`src/rtl/sample_mac_pipe.sv`:
```
// Pipelined signed multiplier with optional tagged accumulation and
// wrap/saturate reduction of the result to dout_WIDTH.
module sample_mac_pipe #(
    parameter int ID         = 1,
    parameter int NUM_STAGE  = 2,
    parameter int din0_WIDTH = 11,
    parameter int din1_WIDTH = 11,
    parameter int dout_WIDTH = 11,
    parameter int ACC_WIDTH  = 32,
    parameter int MODE       = 0,
    parameter int SAT        = 0
) (
    input  logic                         clk,
    input  logic                         reset,
    input  logic                         ce,
    input  logic                         in_valid,
    input  logic                         acc_clr,
    input  logic                         acc_last,
    input  logic signed [din0_WIDTH-1:0] din0,
    input  logic signed [din1_WIDTH-1:0] din1,
    output logic signed [dout_WIDTH-1:0] dout,
    output logic                         dout_valid,
    output logic                         ovf
);

    localparam int PW = din0_WIDTH + din1_WIDTH;
    localparam int D  = NUM_STAGE - 1;
    localparam logic signed [dout_WIDTH-1:0] DOUT_MAX = {1'b0, {(dout_WIDTH-1){1'b1}}};
    localparam logic signed [dout_WIDTH-1:0] DOUT_MIN = {1'b1, {(dout_WIDTH-1){1'b0}}};

    logic signed [din0_WIDTH-1:0] a_q;
    logic signed [din1_WIDTH-1:0] b_q;
    logic                         s1_v_q, s1_clr_q, s1_last_q;

    logic signed [PW-1:0]         prod_q  [D];
    logic                         pv_q    [D];
    logic                         pclr_q  [D];
    logic                         plast_q [D];

    logic signed [ACC_WIDTH-1:0]  acc_q;
    logic                         wrap_q, emit_q;

    logic signed [dout_WIDTH-1:0] dout_q;
    logic                         dout_valid_q, ovf_q;

    logic signed [PW-1:0]         prod_d;
    logic signed [ACC_WIDTH-1:0]  tail_ext, acc_sum_d, red_in, red_hi;
    logic                         sum_wrap, red_take, red_fits, red_ovf_d;
    logic signed [dout_WIDTH-1:0] red_out_d;

    always_comb begin
        prod_d    = PW'(a_q) * PW'(b_q);
        tail_ext  = ACC_WIDTH'(prod_q[D-1]);
        acc_sum_d = acc_q + tail_ext;
        sum_wrap  = (acc_q[ACC_WIDTH-1] == tail_ext[ACC_WIDTH-1]) &&
                    (acc_sum_d[ACC_WIDTH-1] != acc_q[ACC_WIDTH-1]);
        // MODE=1 reduces the accumulator one stage after it was updated
        red_in    = (MODE == 1) ? acc_q : tail_ext;
        red_take  = (MODE == 1) ? emit_q : pv_q[D-1];
        red_hi    = red_in >>> (dout_WIDTH - 1);
        red_fits  = (red_hi == '0) || (red_hi == '1);
        red_out_d = red_in[dout_WIDTH-1:0];
        if (SAT != 0 && !red_fits)
            red_out_d = red_in[ACC_WIDTH-1] ? DOUT_MIN : DOUT_MAX;
        red_ovf_d = !red_fits || (MODE == 1 && wrap_q);
    end

    always_ff @(posedge clk) begin
        if (reset) begin
            a_q          <= '0;
            b_q          <= '0;
            s1_v_q       <= 1'b0;
            s1_clr_q     <= 1'b0;
            s1_last_q    <= 1'b0;
            for (int unsigned i = 0; i < D; i++) begin
                prod_q[i]  <= '0;
                pv_q[i]    <= 1'b0;
                pclr_q[i]  <= 1'b0;
                plast_q[i] <= 1'b0;
            end
            acc_q        <= '0;
            wrap_q       <= 1'b0;
            emit_q       <= 1'b0;
            dout_q       <= '0;
            dout_valid_q <= 1'b0;
            ovf_q        <= 1'b0;
        end else if (ce) begin
            a_q       <= din0;
            b_q       <= din1;
            s1_v_q    <= in_valid;
            s1_clr_q  <= in_valid & acc_clr;
            s1_last_q <= in_valid & acc_last;

            prod_q[0]  <= prod_d;
            pv_q[0]    <= s1_v_q;
            pclr_q[0]  <= s1_clr_q;
            plast_q[0] <= s1_last_q;
            for (int unsigned i = 1; i < D; i++) begin
                prod_q[i]  <= prod_q[i-1];
                pv_q[i]    <= pv_q[i-1];
                pclr_q[i]  <= pclr_q[i-1];
                plast_q[i] <= plast_q[i-1];
            end

            if (MODE == 1 && pv_q[D-1]) begin
                if (pclr_q[D-1]) begin
                    acc_q  <= tail_ext;
                    wrap_q <= 1'b0;
                end else begin
                    acc_q  <= acc_sum_d;
                    wrap_q <= wrap_q | sum_wrap;
                end
            end
            emit_q <= (MODE == 1) && pv_q[D-1] && plast_q[D-1];

            dout_valid_q <= red_take;
            if (red_take) begin
                dout_q <= red_out_d;
                ovf_q  <= red_ovf_d;
            end
        end
    end

    assign dout       = dout_q;
    assign dout_valid = dout_valid_q;
    assign ovf        = ovf_q;

endmodule

```
`config.mk`:
```
export PLATFORM = sky130hd
export DESIGN_NAME = sample_mac_pipe
export DESIGN_NICKNAME = d
export VERILOG_FILES = /design/src/rtl/sample_mac_pipe.sv
export SDC_FILE = /design/constraint.sdc
export NUM_CORES = 1
export LEC_CHECK = 0
export ABC_AREA = 1
export CORE_MARGIN = 4
export CORE_UTILIZATION = 60
export DETAILED_ROUTE_END_ITERATION = 12
export GPL_TIMING_DRIVEN = 0
export PLACE_DENSITY = 0.78
export SLEW_MARGIN = 20
export SYNTH_ARGS = -nofsm -noshare
export SYNTH_HDL_FRONTEND = slang
export SYNTH_SLANG_ARGS = --single-unit
```
`constraint.sdc`:
```
create_clock -name clk -period 11.4 [get_ports clk]
set_input_delay 1.14 -clock clk [delete_from_list [all_inputs] [get_ports clk]]
set_output_delay 1.14 -clock clk [all_outputs]
set_load 0.02 [all_outputs]
```
==> After elaboration in Yosys (flattened, before gate mapping) <==
Memory sizes are Yosys's and may differ from the RTL's.
Index checks and enable logic that the tools add are counted.
{ "word_totals": {"ff_bits": 36, "ram_bits": 23, "input_bits": 28, "output_inout_bits": 13, "word_cells": 25, "n_memories": 2} }
{ "classes": {"mul": 1, "eq_ne": 1, "muxes": 9, "reduce_logical": 6} }
{ "mem_list": {"columns": ["name", "depth", "width", "rd", "rd_clocked_by_memory_dff", "wr", "line_no", "text"], "rows": [
  ["prod_q", 1, 22, 1, 0, 1, "35", "logic signed [PW-1:0] prod_q [D];"],
  ["pv_q", 1, 1, 1, 0, 1, "36", "logic pv_q [D];"]
]} }
{ "ops": {"columns": ["operator", "n"], "rows": [
  ["$eq 32x32->1 const B", 1],
  ["$logic_not 32->1", 1],
  ["$mul 11x11->22", 1],
  ["$mux 22", 1],
  ["$reduce_or 22->1", 1],
  ["$mux 1", 8],
  ["$reduce_and 2->1", 1],
  ["$logic_not 1->1", 1],
  ["$logic_or 1x1->1", 1],
  ["$reduce_or 1->1", 1]
]} }

==> Longest topological paths before layout <==
Gate-level depths: netlist of run 1.
{ "logic_depth": {"word_depth": 5, "depth_mapped": 22, "mapped_depth_nobuf": 22} }

==> Least setup slack after synthesis of run 1 <==
OpenSTA, ideal clock, no wires.
{ "synth_path": {"path_type": "register -> register", "start": "register b_q[5]", "end": "memory prod_q[0][21] in the netlist's numbering (data pin)", "setup_ps": 255, "arrival_time_ps": 4537, "required_time_ps": 11145, "setup_slack_ps": 6609, "path_stages_with_launch": 21, "path_buffers": 1, "synth_period_minus_slack_ps": 4791, "path_cell_list": "dfxtp_1 -> clkbuf_1 -> nand2_1 -> fa_1 -> inv_1 -> fa_1 -> fa_1 -> inv_1 -> fa_1 -> fa_1 -> inv_1 -> ha_1 -> nand2_1 -> nor2_1 -> inv_1 -> nor2_1 -> nand3_1 -> nand3_2 -> nand3_1 -> nand2_1 -> nor2_1"} }
{ "synth_via": {"elab_chain_len": 2} }
{ "synth_rtl": {"columns": ["element", "line_no", "text"], "rows": [
  ["start: declaration", "32", "logic signed [din1_WIDTH-1:0] b_q;"],
  ["start signal: assignment", "89", "b_q <= din1;"],
  ["$mul 11x11->22", "52", "prod_d = PW'(a_q) * PW'(b_q);"],
  ["$mux 22 (no line)", null, null],
  ["end: declaration", "35", null]
]} }
No other way between the ends.

==> Final worst setup path of run 1 <==
Ends and elaborated chain as after synthesis.

==> flow_summary_export.csv, run 1 <==
group,metric,value,unit
sta,slew_violations,0,
detailed_routing,drt_drc_violations_left,0,
floorplan,die_w,117,um
setup_path,reg2reg_depth,20,
logic_synthesis,netlist_instances,892,
sta,setup_violations,0,
setup_path,crit_path_frequent_cell,"fa_1",
power_and_ir_drop,power_density,92.5,mW/mm2
clock_network,htree_levels,3,
floorplan,die-area,0.0136,mm2
sta,slew_headroom,49.7,%
place,place_congestion,0.887,
worst_hold_path,min_path_type,"flip-flop to flip-flop",
sta,hold_viol,0,
finish,syn2layout_area_growth,12.2,%
logic_synthesis,syn_area,0.00709,mm2
detailed_routing,met2_length,7750,um
setup_path,regToRegStartpoint,"b_q[5]",
setup_path,cp_cell_sequence,"clkbuf_1, nand2_1, fa_1, inv_1, fa_1, fa_1, inv_1, fa_1, fa_1, inv_1, ha_1, nand2_1, nor2_1, inv_1, nor2_1, nand3_1, nand3_2, nand3_1, nand2_1, nor2_1",
floorplan,start_util,61.8,%
global_routing,antenna_found_initial,0,
power_and_ir_drop,p_seq_share,33.2,%
detailed_routing,top_layer,"met4",
sta,period_minus_slack,5.41,ns
global_routing,track_usage,25.4,%
clock_network,cts_buffers,9,
place,numPlacedInstances,1073,
setup_path,path_buf_inv,5,
detailed_routing,routed-wl-met3,766,um
setup_path,crit_required,11.50,ns
finish,stdcell_count,1089,
logic_synthesis,ys_warn_count,0,
floorplan,io_pins,41,
worst_hold_path,holdPathStages,2,
global_routing,grt_max_degree,32,
logic_synthesis,yosysMostFrequentCell,"inv_1",
floorplan,die_y,117,um
setup_path,crit_path_max_incr_delay,0.76,ns
detailed_routing,routed_via_density,5.13,
logic_synthesis,synth_nets,1084,
clock_network,clk_pin_slew,0.06,ns
job,max_cap_viol_count,0,
logic_synthesis,yosys.area.top_type,"fa_1",
sta,max_freq,0.185,GHz
detailed_routing,drt-wirelength-per-cell,14.0,um
logic_synthesis,synth_edf_count,23,
finish,diodes,0,
logic_synthesis,synthDominantCellAreaShare,33.0,%
power_and_ir_drop,switchingPower,250,uW
detailed_routing,via_count,5585,
detailed_routing,routed_wl,15300,um
logic_synthesis,ys_async_sr_fraction,0,%
power_and_ir_drop,p_leak,0.00416,uW
setup_path,crit_path_start_kind,"flip-flop",
setup_path,end_kind,"flip-flop",
clock_network,cts.sinks,59,
setup_path,cp-startpoint,"b_q[5]",
finish,fillers,918,
logic_synthesis,synth_area_per_cell,7.95,um2
power_and_ir_drop,switching_share,34.0,%
clock_network,cts_tree,"yes",
power_and_ir_drop,internal-power,485,uW
floorplan,core_area,0.0115,mm2
worst_hold_path,hold_start,"dout_valid",
setup_path,crit_path_top_delay_cell,"fa_1",
finish,final_layout_size_suffix_gt1_share,3.49,%
setup_path,worstPathMaxFanout,10,
global_routing,grt_pass1_wl,26400,um
setup_path,rr_endpoint,"prod_q[0][21]",
setup_path,reg2reg_slack,5.99,ns
sta,fin_skew,0.00817,ns
logic_synthesis,ys_ff_latch,59,
logic_synthesis,synth.distinct_cells,32,
setup_path,cp_data_arrival_time,5.51,ns
setup_path,crit_family,"adder cells",
clock_network,cts_buffer_depth,2,
detailed_routing,met1_length,6080,um
place,dp_hpwl,12200,um
place,port-buffer-count,38,
clock_network,ctsHoldBuffers,0,
setup_path,critPathKind,"flip-flop to flip-flop",
outcome,status,"completed",
detailed_routing,drtPass1Iterations,6,
global_routing,grt_pass1_vias,5818,
power_and_ir_drop,vdd_drop_max,0.133,mV
logic_synthesis,ys.flop_type,"dfxtp_1",
global_routing,overflow,0,
power_and_ir_drop,power_frac_comb,28.7,%
clock_network,cts-resized-gates,0,
clock_network,post_cts_buffers,0,
clock_network,clk_latency,0.35,ns
clock_network,cts-root-buf,"clkbuf_16",
finish,fin_nets,1133,
sta,worst_pin_slew,0.752,ns
sta,post-route-period-util,47.4,%
floorplan,rows,39,
detailed_routing,ant_nets,0,
power_and_ir_drop,p_clk_share,38.0,%
logic_synthesis,synthTopCellsByArea,"fa_1 (33%), inv_1 (12%), nand2_1 (12%), dfxtp_1 (10%), edfxtp_1 (9.7%)",
sta,rsz0062_at_grt,"false",
worst_hold_path,min_to,"dout_valid",
detailed_routing,drtIter0Drc,322,
logic_synthesis,yosysSeqAreaShare,19.9,%
logic_synthesis,ys_top_cells_by_count,"inv_1 (234), nand2_1 (222), fa_1 (117), nor2_1 (55), ha_1 (47)",
sta,setup-tns-final,0,ns
[layer usage]
layer	track usage [%]	vias to the layer above
li1	-	2731
met1	29.7	2666
met2	45.1	145
met3	4.72	43
met4	11.6	0
met5	0	-
[per-stage QoR]
step | hold WS, ns | power [uW] | util, % | setup slack (ns) | cell area (um2)
global route | 0.497 | 781 | 69.3 | 5.57 | 7950
CTS | 0.473 | 741 | 69.3 | 5.99 | 7950
floorplan | 0.451 | 397 | - | 6.61 | 7090
detailed placement | 0.464 | 459 | 66.7 | 6.02 | 7650
finish | 0.471 | 736 | 69.3 | 5.99 | 7950
global placement | 0.459 | 454 | 66.7 | 6.06 | 7650
[flip-flops by register name (all words and copies together) (netlist names)]
| register | count |
|---|---|
| a_q | 11 |
| b_q | 11 |
| dout | 11 |
| dout_valid | 1 |
| ovf | 1 |
| prod_q | 22 |
| pv_q | 1 |
| s1_v_q | 1 |
[cell families after synthesis]
family          Yosys count  synth area share (%)
compound gates           67                  5.01
flops                    59                  19.9
buf+inv                 266                  14.2
xor+xnor                  3                 0.371
simple gates            333                  19.1
fa+ha+maj               164                  41.3
[layout make-up]
type | count | area [um2] | share of cell area (%)
clock buffers | 9 | 225 | 2.83
multi-input cells | 567 | 4670 | 58.7
plain buffers | 29 | 119 | 1.49
repair buffers | 38 | 380 | 4.78
inverters | 237 | 890 | 11.2
well taps | 143 | 179 | 2.25
flip-flops and latches | 59 | 1410 | 17.7
clock inverters | 7 | 76.3 | 0.960
[layout by cell type, fill, tap and decap left out, types with 3 or more instances in the layout]
master           count
a21oi_1             27
a21oi_2              3
clkbuf_1            25
clkbuf_16            9
clkdlybuf4s50_1     38
dfxtp_1             36
edfxtp_1            23
fa_1               117
ha_1                47
inv_1              234
nand2_1            221
nand2_2              4
nand3_1             33
nand4_1              7
nor2_1              55
nor2_2               3
nor4_1               3
o21ai_0             31
[worst register-to-register path: stages (launching register included)]
cell and delay (ns):
dfxtp_1 0.35, clkbuf_1 0.43, nand2_1 0.27, fa_1 0.76, inv_1 0.12, fa_1 0.47
fa_1 0.52, inv_1 0.05, fa_1 0.47, fa_1 0.54, inv_1 0.04, ha_1 0.32
nand2_1 0.10, nor2_1 0.14, inv_1 0.06, nor2_1 0.13, nand3_1 0.11, nand3_2 0.11
nand3_1 0.07, nand2_1 0.06, nor2_1 0.05
[power by group through the flow]
stage	sequential (uW)	combinational [uW]	clock, uW
2_1_floorplan	249	149	0
3_3_place_gp	248	206	0
3_5_place_dp	249	210	0
4_1_cts	244	212	284
5_1_grt	246	243	292
6_report	245	211	280
[worst max-delay path by stage]
stage                    end  cells after the start
6_report       prod_q[0][21]                     20
5_1_grt        prod_q[0][21]                     20
4_1_cts        prod_q[0][21]                     20
3_5_place_dp   prod_q[0][21]                     20
3_3_place_gp   prod_q[0][21]                     20
2_1_floorplan  prod_q[0][21]                     20
Power figures use the tool's default switching activity.
==> inputs of run 2 (changes only) <==
--- a/config.mk
+++ b/config.mk
@@ -7,10 +7,10 @@
 export LEC_CHECK = 0
 export ABC_AREA = 1
 export CORE_MARGIN = 4
-export CORE_UTILIZATION = 60
+export CORE_UTILIZATION = 56
 export DETAILED_ROUTE_END_ITERATION = 12
 export GPL_TIMING_DRIVEN = 0
-export PLACE_DENSITY = 0.78
+export PLACE_DENSITY = 0.77
 export SLEW_MARGIN = 20
 export SYNTH_ARGS = -nofsm -noshare
 export SYNTH_HDL_FRONTEND = slang
==> constraint.sdc (replaced) <==
create_clock -name clk -period 4.91 [get_ports clk]
set_input_delay 0.491 -clock clk [delete_from_list [all_inputs] [get_ports clk]]
set_output_delay 0.491 -clock clk [all_outputs]
set_load 0.02 [all_outputs]
==> run 2 against run 1 <==
Compared with the run above: utilization down 1.8 points; sequential power rose by 140%; via count is 1.3% higher; final cell count rose by 2.1%; clock skew shrank 0.0017 ns; wire length up 2.0%; critical path depth stayed put; die area up 6.6%; global-route usage fell by 1.7 points; hold slack improved by 0.0013 ns; first-iteration DRC count is 4.3% higher; worst setup slack lost 5.8 ns; critical endpoint unchanged.
==> flow_summary_export.csv, run 2 (same netlist as run 1, synthesis figures left out) <==
group,metric,value,unit
setup_path,crit_path_top_delay_cell,"fa_2",
setup_path,regToRegStartpoint,"a_q[10]",
clock_network,cts_tree,"yes",
sta,setup-tns-final,0,ns
finish,diodes,0,
setup_path,crit_path_start_kind,"flip-flop",
finish,top_register,"prod_q",
clock_network,cts.sinks,59,
setup_path,crit_required,5.00,ns
finish,mostFrequentLayoutCells,"inv_1 (231), nand2_1 (216), fa_1 (112)",
setup_path,worstPathMaxFanout,5,
finish,final_common_cell,"inv_1",
detailed_routing,drt-wirelength-per-cell,14.0,um
setup_path,reg2reg_depth,20,
sta,setup_violations,0,
floorplan,rows,40,
sta,slew_violations,0,
global_routing,track_usage,23.7,%
detailed_routing,via_count,5659,
floorplan,die_y,121,um
clock_network,clk_latency,0.34,ns
global_routing,antenna_found_initial,0,
place,dp_hpwl,12400,um
global_routing,grt_max_degree,32,
sta,timing.hold.ws,0.472,ns
global_routing,overflow,0,
worst_hold_path,holdPathStages,2,
setup_path,cp_data_arrival_time,4.78,ns
setup_path,path_buf_inv,5,
setup_path,cp_cell_sequence,"buf_8, nand2_2, fa_2, inv_1, fa_1, fa_1, inv_1, fa_1, fa_1, inv_1, ha_4, nand2_1, nor2_2, inv_1, nor2_2, nand3_1, nand3_2, nand3_1, nand2_1, nor2_1",
clock_network,htree_levels,3,
finish,register_area,0.00145,mm2
worst_hold_path,min_path_type,"flip-flop to flip-flop",
power_and_ir_drop,p_leak,0.00425,uW
setup_path,crit_family,"adder cells",
floorplan,die_w,121,um
floorplan,io_pins,41,
detailed_routing,routed_wl,15600,um
finish,syn2layout_area_growth,16.3,%
setup_path,crit_path_max_incr_delay,0.65,ns
worst_hold_path,min_to,"dout_valid",
setup_path,reg2reg_slack,0.22,ns
floorplan,die-area,0.0145,mm2
detailed_routing,routed_via_density,5.09,
place,place_congestion,0.910,
sta,worst_pin_slew,0.759,ns
power_and_ir_drop,total_power,1750,uW
floorplan,core_area,0.0122,mm2
sta,hold_viol,0,
setup_path,end_kind,"flip-flop",
global_routing,grt_pass1_vias,5887,
clock_network,cts-root-buf,"clkbuf_16",
sta,slew_headroom,49.2,%
detailed_routing,drtPass1Iterations,5,
finish,fin_nets,1131,
setup_path,rr_endpoint,"prod_q[0][21]",
global_routing,grt_pass1_wl,27100,um
outcome,status,"completed",
finish,final_util,67.5,%
place,post_dp_cell_area,0.00768,mm2
floorplan,start_util,58.0,%
power_and_ir_drop,power_density,212,mW/mm2
sta,period_minus_slack,4.69,ns
sta,post-route-period-util,95.5,%
sta,max_freq,0.213,GHz
detailed_routing,drtIter0Drc,336,
finish,final_area,0.00824,mm2
finish,final_layout_size_suffix_gt1_share,9.85,%
clock_network,clk_pin_slew,0.06,ns
place,port-buffer-count,38,
clock_network,cts_buffer_depth,2,
power_and_ir_drop,vdd_drop_max,0.153,mV
finish,largest_register_ffs,22,
setup_path,critPathKind,"flip-flop to flip-flop",
finish,multi_input_area,0.00480,mm2
finish,fillers,1019,
clock_network,cts_buffers,9,
sta,fin_skew,0.00649,ns
detailed_routing,ant_nets,0,
worst_hold_path,hold_start,"dout_valid",
job,max_cap_viol_count,0,
detailed_routing,drt_drc_violations_left,0,
## run 2: cell count changes in the layout (fill, tap and decap cells not counted), moves of 9 or more
cell / previous run / this run
dfxtp_2: 0 / 9
clkbuf_1: 25 / 4
buf_4: 0 / 9
ha_1: 47 / 38
dfxtp_1: 36 / 21
## run 2: stage by stage
step           cells  worst slack [ns]
3_3_place_gp    1098            -0.437
2_1_floorplan    892             0.119
3_5_place_dp    1098            -0.491
6_report        1112             0.223
4_1_cts         1106           0.00365
5_1_grt         1112          -0.00720
## run 2: routing by layer
layer | wire, um | GRT usage (%)
met5 | 0 | 0
met4 | 487 | 8.78
met3 | 815 | 4.07
met1 | 6150 | 28.6
met2 | 8110 | 42.5
## run 2: report_power, final
group / switching (uW) / total [uW] / internal (uW)
Sequential: 35.8 / 583 / 548
Combinational: 307 / 523 / 216
Clock: 249 / 645 / 396
## run 2: area by class of cell
class	instances	share of cell area (%)
flip-flops and latches	59	17.5
clock inverters	7	0.941
inverters	237	10.8
plain buffers	19	1.72
well taps	168	2.55
repair buffers	46	5.56
clock buffers	9	2.73
multi-input cells	567	58.2
## run 2: worst min-delay path, stage by stage (launching register included)
cell	delay (ns)
dfxtp_1	0.31
nand2_1	0.06
a21oi_1	0.05
## run 2: repair_timing
action | CTS | global route
pin swaps | 3 | 7
setup endpoints to repair | 11 | 12
gates resized for setup | 29 | 58
setup buffers | 0 | 7
gates cloned | 0 | 1
hold buffers | 0 | 0
## run 2: how the worst max path moves through the flow
| stage | from | to | slack (ns) | cells after the start |
|---|---|---|---|---|
| 4_1_cts | a_q[1] | prod_q[0][21] | 0.004 | 20 |
| 2_1_floorplan | b_q[5] | prod_q[0][21] | 0.12 | 20 |
| 5_1_grt | a_q[3] | prod_q[0][21] | -0.007 | 22 |
| 3_3_place_gp | b_q[5] | prod_q[0][21] | -0.44 | 20 |
| 6_report | a_q[10] | prod_q[0][21] | 0.22 | 20 |
| 3_5_place_dp | b_q[5] | prod_q[0][21] | -0.49 | 20 |
